$ cat src/rtl/mem_bus_ctrl.sv
// mem_bus_ctrl: multi-cycle data-memory access sequencer behind the MEM stage.
// Takes one load/store from the MEM stage, runs it on a req/ack bus and stalls the
// pipeline until it completes. A flush during a bus transaction is absorbed without
// a done pulse.
// Optional feature macro: BUS_TIMEOUT_EN (bus timeout counter and sticky err_o).
module mem_bus_ctrl #(
   parameter int unsigned TIMEOUT_CYCLES = 255,
   parameter int unsigned CNT_W          = 8
) (
   input  logic        clk,
   input  logic        rst,
   input  logic        mem_req_i,
   input  logic        mem_we_i,
   input  logic [31:0] mem_addr_i,
   input  logic [31:0] mem_data_i,
   input  logic [3:0]  mem_sel_i,
   input  logic        flush_i,
   output logic [31:0] mem_data_o,
   output logic        mem_done_o,
   output logic        stallreq_o,
   output logic        bus_req_o,
   output logic        bus_we_o,
   output logic [31:0] bus_addr_o,
   output logic [31:0] bus_data_o,
   output logic [3:0]  bus_sel_o,
   input  logic [31:0] bus_data_i,
   input  logic        bus_ack_i,
   output logic        err_o
);

   // The timeout counter must be able to represent TIMEOUT_CYCLES - 1.
   if (TIMEOUT_CYCLES == 0 || (CNT_W < 32 && TIMEOUT_CYCLES >= (32'd1 << CNT_W)))
   begin : g_bad_params
      $error("mem_bus_ctrl: CNT_W too narrow for TIMEOUT_CYCLES");
   end

   typedef enum logic [1:0] {StIdle, StBusy, StAbort, StDone} state_e;

   state_e state_q, state_d;

   logic accept;       // new request latched onto the bus
   logic bus_release;  // bus transaction finished (ack or timeout)
   logic capture;      // load data taken from the bus
   logic clear_data;   // timed-out load returns zero
   logic done_d;       // next value of mem_done_o
   logic timeout;      // limit reached this cycle with no ack

`ifdef BUS_TIMEOUT_EN
   logic [CNT_W-1:0] cnt_q;

   assign timeout = (state_q == StBusy || state_q == StAbort) && !bus_ack_i &&
                    (cnt_q == CNT_W'(TIMEOUT_CYCLES - 1));

   // Count unacknowledged bus cycles; err_o is sticky until the next accepted request.
   always_ff @(posedge clk) begin
      if (rst) begin
         cnt_q <= '0;
         err_o <= 1'b0;
      end else if (accept) begin
         cnt_q <= '0;
         err_o <= 1'b0;
      end else begin
         if ((state_q == StBusy || state_q == StAbort) && !bus_ack_i) begin
            cnt_q <= cnt_q + CNT_W'(1);
         end
         if (timeout) begin
            err_o <= 1'b1;
         end
      end
   end
`else
   assign timeout = 1'b0;
   assign err_o   = 1'b0;
`endif

   // Next-state and per-cycle actions; ack always wins over timeout.
   always_comb begin
      state_d     = state_q;
      accept      = 1'b0;
      bus_release = 1'b0;
      capture     = 1'b0;
      clear_data  = 1'b0;
      done_d      = 1'b0;
      unique case (state_q)
         StIdle: begin
            if (mem_req_i && !flush_i) begin
               accept  = 1'b1;
               state_d = StBusy;
            end
         end
         StBusy: begin
            if (bus_ack_i) begin
               bus_release = 1'b1;
               if (flush_i) begin
                  // Instruction discarded: drop the data, no done pulse.
                  state_d = StIdle;
               end else begin
                  capture = !bus_we_o;
                  done_d  = 1'b1;
                  state_d = StDone;
               end
            end else if (timeout) begin
               bus_release = 1'b1;
               if (flush_i) begin
                  state_d = StIdle;
               end else begin
                  clear_data = !bus_we_o;
                  done_d     = 1'b1;
                  state_d    = StDone;
               end
            end else if (flush_i) begin
               // Bus transaction cannot be withdrawn; wait for its ack.
               state_d = StAbort;
            end
         end
         StAbort: begin
            if (bus_ack_i || timeout) begin
               bus_release = 1'b1;
               state_d     = StIdle;
            end
         end
         StDone: begin
            // Any mem_req_i here belongs to the completing instruction.
            state_d = StIdle;
         end
         default: state_d = StIdle;
      endcase
   end

   // Stall while a request is being accepted, on the bus, or aborting under a new request.
   always_comb begin
      stallreq_o = ((state_q == StIdle) && mem_req_i && !flush_i) ||
                   (state_q == StBusy) ||
                   ((state_q == StAbort) && mem_req_i);
   end

   // State register, bus request/attribute registers and load result.
   always_ff @(posedge clk) begin
      if (rst) begin
         state_q    <= StIdle;
         mem_data_o <= '0;
         mem_done_o <= 1'b0;
         bus_req_o  <= 1'b0;
         bus_we_o   <= 1'b0;
         bus_addr_o <= '0;
         bus_data_o <= '0;
         bus_sel_o  <= '0;
      end else begin
         state_q    <= state_d;
         mem_done_o <= done_d;
         if (accept) begin
            bus_req_o  <= 1'b1;
            bus_we_o   <= mem_we_i;
            bus_addr_o <= mem_addr_i;
            bus_data_o <= mem_data_i;
            bus_sel_o  <= mem_sel_i;
         end
         if (bus_release) begin
            bus_req_o <= 1'b0;
         end
         if (capture) begin
            mem_data_o <= bus_data_i;
         end else if (clear_data) begin
            mem_data_o <= '0;
         end
      end
   end

endmodule
$ cat config.mk
export PLATFORM = sky130hd
export DESIGN_NAME = mem_bus_ctrl
export DESIGN_NICKNAME = d
export VERILOG_FILES = /design/src/rtl/mem_bus_ctrl.sv
export SDC_FILE = /design/constraint.sdc
export NUM_CORES = 1
export LEC_CHECK = 0
export BUFFER_PORTS_ARGS = -buffer_cell sky130_fd_sc_hd__buf_2
export CAP_MARGIN = 20
export CORE_ASPECT_RATIO = 1.5
export CORE_MARGIN = 4
export CORE_UTILIZATION = 40
export CTS_CLUSTER_DIAMETER = 30
export DETAILED_ROUTE_END_ITERATION = 6
export PLACE_DENSITY = 0.79
export RECOVER_POWER = 50
export SETUP_SLACK_MARGIN = 0.5
export SYNTH_ARGS = -nofsm -noshare
export SYNTH_HDL_FRONTEND = slang
export SYNTH_SLANG_ARGS = --single-unit
export TNS_END_PERCENT = 100
$ cat constraint.sdc
create_clock -name clk -period 1.3 [get_ports clk]
set_input_delay 0.065 -clock clk [delete_from_list [all_inputs] [get_ports clk]]
set_output_delay 0.065 -clock clk [all_outputs]
set_load 0.02 [all_outputs]
== Word level (Yosys, flattened, before mapping) ==
Cells that the tools add are included.

* Equal/unequal tests: 6
* Mux-type cells: 15
* Bitwise operators: 2
* Reduce and logical (&&, ||, !) cells: 13

{| class="wikitable"
|+ Operators with widths
! cell !! count
|-
| $mux W32 || 1
|-
| $mux W2 || 5
|-
| $mux W1 || 8
|-
| $pmux W2 S4 || 1
|-
| $eq A2 B2 Y1 const B || 2
|-
| $logic_and A1 B1 Y1 || 4
|-
| $ne A2 B2 Y1 const B || 2
|-
| $reduce_or A2 Y1 || 2
|-
| $ne A3 B3 Y1 const B || 1
|-
| $reduce_and A3 Y1 || 1
|-
| $reduce_or A3 Y1 || 1
|-
| $eq A2 B1 Y1 const B || 1
|-
| $logic_not A1 Y1 || 2
|-
| $logic_not A2 Y1 || 1
|-
| $logic_or A1 B1 Y1 || 2
|-
| $not A1 Y1 || 2
|}

* Register bits: 105
* Bits of input ports: 106
* Word-level logic and storage cells: 44

== Longest topological paths before layout ==
* Depth in word-level cells: 5
* Depth in mapped cells: 8
* Depth with buffers taken out: 6

== Worst setup path after synthesis ==
No wires, ideal clock.

* Path kind: register -> register
* Start: register state_q[1]
* End: register mem_data_o[10]
* Library setup time: 0.132 ns
* Arrival time: 1.301 ns
* Slack: -0.133 ns
* Cell stages (with the launch flop): 9
* Buffers on the path: 2
* Period minus slack after synthesis: 1.433 ns
* Cell sequence: dfxtp_1 inv_1 ha_1 nand3b_4 or2_1 buf_4 buf_6 nand2_1 a21oi_1

* Word-level cells in the longest chain between the ends: 2

{| class="wikitable"
|+ RTL lines
! element !! RTL line !! text
|-
| start, declared || 39 || <nowiki>state_e state_q, state_d;</nowiki>
|-
| start signal, assigned || 140 || <nowiki>state_q <= StIdle;</nowiki>
|-
| start signal, assigned || 149 || <nowiki>state_q <= state_d;</nowiki>
|-
| $eq A2 B1 Y1 || 84 || <nowiki>unique case (state_q)</nowiki>
|-
| $mux W1 || 84 ||
|-
| end signal, assigned || 162 || <nowiki>mem_data_o <= bus_data_i;</nowiki>
|-
| end, declared || 18 || <nowiki>output logic [31:0] mem_data_o,</nowiki>
|}

No other way between the ends.
A chain may end at the register's enable or synchronous reset.

== Worst setup path in the final report ==
* Start: register state_q[0]
* End: register bus_addr_o[13]

* Word-level cells in the longest chain between the ends: 2

{| class="wikitable"
|+ RTL lines
! element !! RTL line !! text
|-
| $logic_not A2 Y1 || 84 ||
|-
| $mux W1 || 84 ||
|-
| end signal, assigned || 154 || <nowiki>bus_addr_o <= mem_addr_i;</nowiki>
|-
| end, declared || 23 || <nowiki>output logic [31:0] bus_addr_o,</nowiki>
|}

No other way between the ends.

==> flow_summary.yaml <==
worst_hold_path:
  hold_start: "bus_ack_i"
  hold_path.class: "in2reg"
  min_to: "bus_req_o"
  hold_depth: 2
logic_synthesis:
  yosys.area.top_type_share_pct: 55.2
  seq_area_frac_synth_pct: 55.2
  synth_area_sq_um: 3810
  synth.distinct_cells: 27
  ys_warn_count: 0
  synth_area_leaders: "dfxtp_1 (55%), nand2_1 (20%), a21oi_1 (14%), buf_6 (3.0%), ha_1 (1.3%)"
  synth_fp_nets: 581
  synth_seq_cells: 105
  synth_top_cell_by_area: "dfxtp_1"
  syn-mean-instance-area_sq_um: 8.09
  synth_cells: 471
layout:
  syn_to_final_growth_pct: 135
  finish.utilization_pct: 96.5
  fin_nets: 966
  drive_gt1_share_pct: 66.6
critical_path:
  regToRegSetupSlack_ns: -0.43
  worstSetupPathType: "reg2reg"
  crit_family: "buffers and inverters"
  cp-start-kind: "flip-flop"
  crit_top_cell: "buf_6"
  cp_slowest_cell: "dfxtp_4"
  critical_path_arrival_ns: 1.98
  worst-path-buf-inv: 5
  cp_max_fo: 8
  rr_worst_depth: 9
  crit_chain: "inv_4 > ha_4 > nor3b_4 > buf_6 > buf_6 > buf_6 > buf_16 > nand2_1 > a21oi_1"
  cp_slowest_stage_delay_ns: 0.37
  critPathCaptureType: "flip-flop"
  reg2reg_from: "state_q[0]"
  required_ns: 1.54
  reg2reg_to: "bus_addr_o[13]"
route:
  vias: 5686
  drc: 0
  wl_per_cell_um: 26.3
  vias_per_cell: 5.84
  wirelength_um: 25600
  ant_nets: 0
  drt-initial-drc-count: 496
  first_pass_iters: 6
die:
  ios: 211
  row_count: 43
  die_x_um: 87.7
  coreArea_sq_um: 9250
  die_area_sq_um: 11200
  start_util_pct: 41.2
  chipHeight_um: 128
clock_network:
  cts.reportedPaths.clkPinSlew_ns: 0.07
  cts_tree: "done"
  root_buffer: "clkbuf_16"
  clock_path_buffers: 2
  numCtsBuffers: 9
  htree_levels: 3
  worstSkewPairLatency_ns: 0.34
  clkSinkCount: 105
global_route:
  grt_pass1_wl_um: 25500
  globalRouteOverflowTotal: 0
  grt_use_met2_pct: 53.3
  grt_pass1_vias: 5242
  track_usage_pct: 29.5
  grt_use_met1_pct: 29.8
  antenna_found_initial: 1
  busiest_layer: "met2"
  gr-usage-met3_pct: 6.00
  grt_max_degree: 75
pwr:
  p_leak_nw: 3.93
  power.density_nw_per_um2: 1040
  peakVddDrop_v: 0.00111
placement:
  hpwlAfterDp_um: 7610
  post-place-ws_ns: -0.158
  port_buffers: 209
  finalWeightedCongestion: 0.735
timing:
  maxSlewHeadroom_pct: 62.0
  tightest_slew_ns: 0.571
  min_period_ns: 1.73
  setup_slack_ns: -0.433
  rsz0062_at_grt: "true"
  hold_viol_final: 0
  drv_slew: 0
  skew_ns: 0.00984
  setup_viol: 105
  timing.fmax_ghz: 0.577
  fin_crit_sh_pct: 133
run:
  cap_violations: 0
outcome:
  status: "finished, violations left"
  violations: "setup timing"
==> layout by cell type (no fill, tap or decap), drive strengths merged, types with 2 or more instances in the layout <==
cell         instances
a21oi              103
buf                304
bufinv               2
clkbuf              14
clkinvlp             2
dfxtp              105
dlygate4sd3        101
ha                   4
inv                  4
nand2              204
nand3b               2
nor2                 3
==> kinds of logic after synthesis <==
kind of cell	count (synthesis)	synth area share, %
buffers and inverters	38	6.21
DFF	105	55.2
adders and majority gates	4	1.31
and+or+nand+nor	215	22.5
AOI/OAI and AO/OA	108	14.7
other	1	0.0985
==> stage by stage <==
step                      hold slack (ns)  instances  area, sq um  TNS [ns]  total power [mW]
after floorplan                     0.162        471         3860     -2.19              4.27
after global placement              0.305        770         4990     -3.81              4.69
after detailed placement            0.311        770         4990     -7.25              4.73
after CTS                         0.00366        929         7730    -11.97              8.51
after global routing               0.0554        973         8930    -34.22              9.53
final                              0.0767        974         8930    -28.54              9.31
==> Yosys cell counts <==
| cell type | instances |
|---|---|
| nand2_1 | 204 |
| dfxtp_1 | 105 |
| a21oi_1 | 103 |
| clkbuf_1 | 12 |
| buf_6 | 10 |
| buf_2 | 9 |
| ha_1 | 4 |
| inv_1 | 3 |
| buf_4 | 2 |
| nor2_1 | 2 |
| a2111oi_0 | 1 |
| a211o_1 | 1 |
| a211oi_2 | 1 |
| and4b_1 | 1 |
| buf_1 | 1 |
| conb_1 | 1 |
| inv_2 | 1 |
| nand3_1 | 1 |
| nand3b_1 | 1 |
| nand3b_4 | 1 |
| nor2_2 | 1 |
| nor2b_1 | 1 |
| nor3_1 | 1 |
| nor3b_4 | 1 |
| o21ai_0 | 1 |
| o21bai_1 | 1 |
| or2_1 | 1 |
==> power breakdown <==
part	leakage (nW)	switching, mW	internal (mW)	total (mW)
sequential	0.905	0.178	3.41	3.58
clock	0.146	1.27	1.69	2.96
combinational	2.88	1.36	1.41	2.77
total	3.93	2.81	6.50	9.31
==> worst max-delay path by stage <==
stage	from	to	slack, ns	cells past startpoint
floorplan	state_q[1]	mem_data_o[10]	-0.05	8
global placement	state_q[0]	bus_req_o	-0.07	6
detailed placement	state_q[0]	state_q[1]	-0.16	6
CTS	state_q[0]	stallreq_o	-0.17	7
global route	state_q[0]	bus_addr_o[13]	-0.48	9
finish	state_q[0]	bus_addr_o[13]	-0.43	9
==> worst reg2reg max path, cell delays in order (launching register included) <==
cell and delay, ns:
dfxtp_4 0.37, inv_4 0.09, ha_4 0.15, nor3b_4 0.23, buf_6 0.19, buf_6 0.11, buf_6 0.10, buf_16 0.13
nand2_1 0.08, a21oi_1 0.20
==> registers in the layout, summed over array words and instances, names as in the netlist <==
register and cells:
bus_addr_o 32, bus_data_o 32, mem_data_o 32, bus_sel_o 4, state_q 2, bus_req_o 1, bus_we_o 1, mem_done_o 1
==> routing by layer <==
layer / vias to the layer above / wire length, um
met2: 550 / 13200
met4: 2 / 2310
met5: - / 11
li1: 2286 / -
met1: 2619 / 7780
met3: 229 / 2290
==> final cells by class <==
cell class / count / area (sq um)
clock inverters: 5 / 80.1
well taps: 112 / 140
inverters: 4 / 20.0
flip-flops and latches: 105 / 2270
fillers: 176 / 322
repair buffers: 408 / 3940
diodes: 1 / 2.50
clock buffers: 11 / 233
multi-input cells: 328 / 2250
==> repair_timing <==
action | in CTS | in global routing
setup endpoints to repair | 209 | 209
gates cloned | 11 | 4
hold endpoints to repair | 101 | 0
pin swaps | 41 | 70
hold buffers | 101 | 0
setup buffers | 31 | 40
gates resized for setup | 287 | 269
Power figures use the tool's default switching activity.
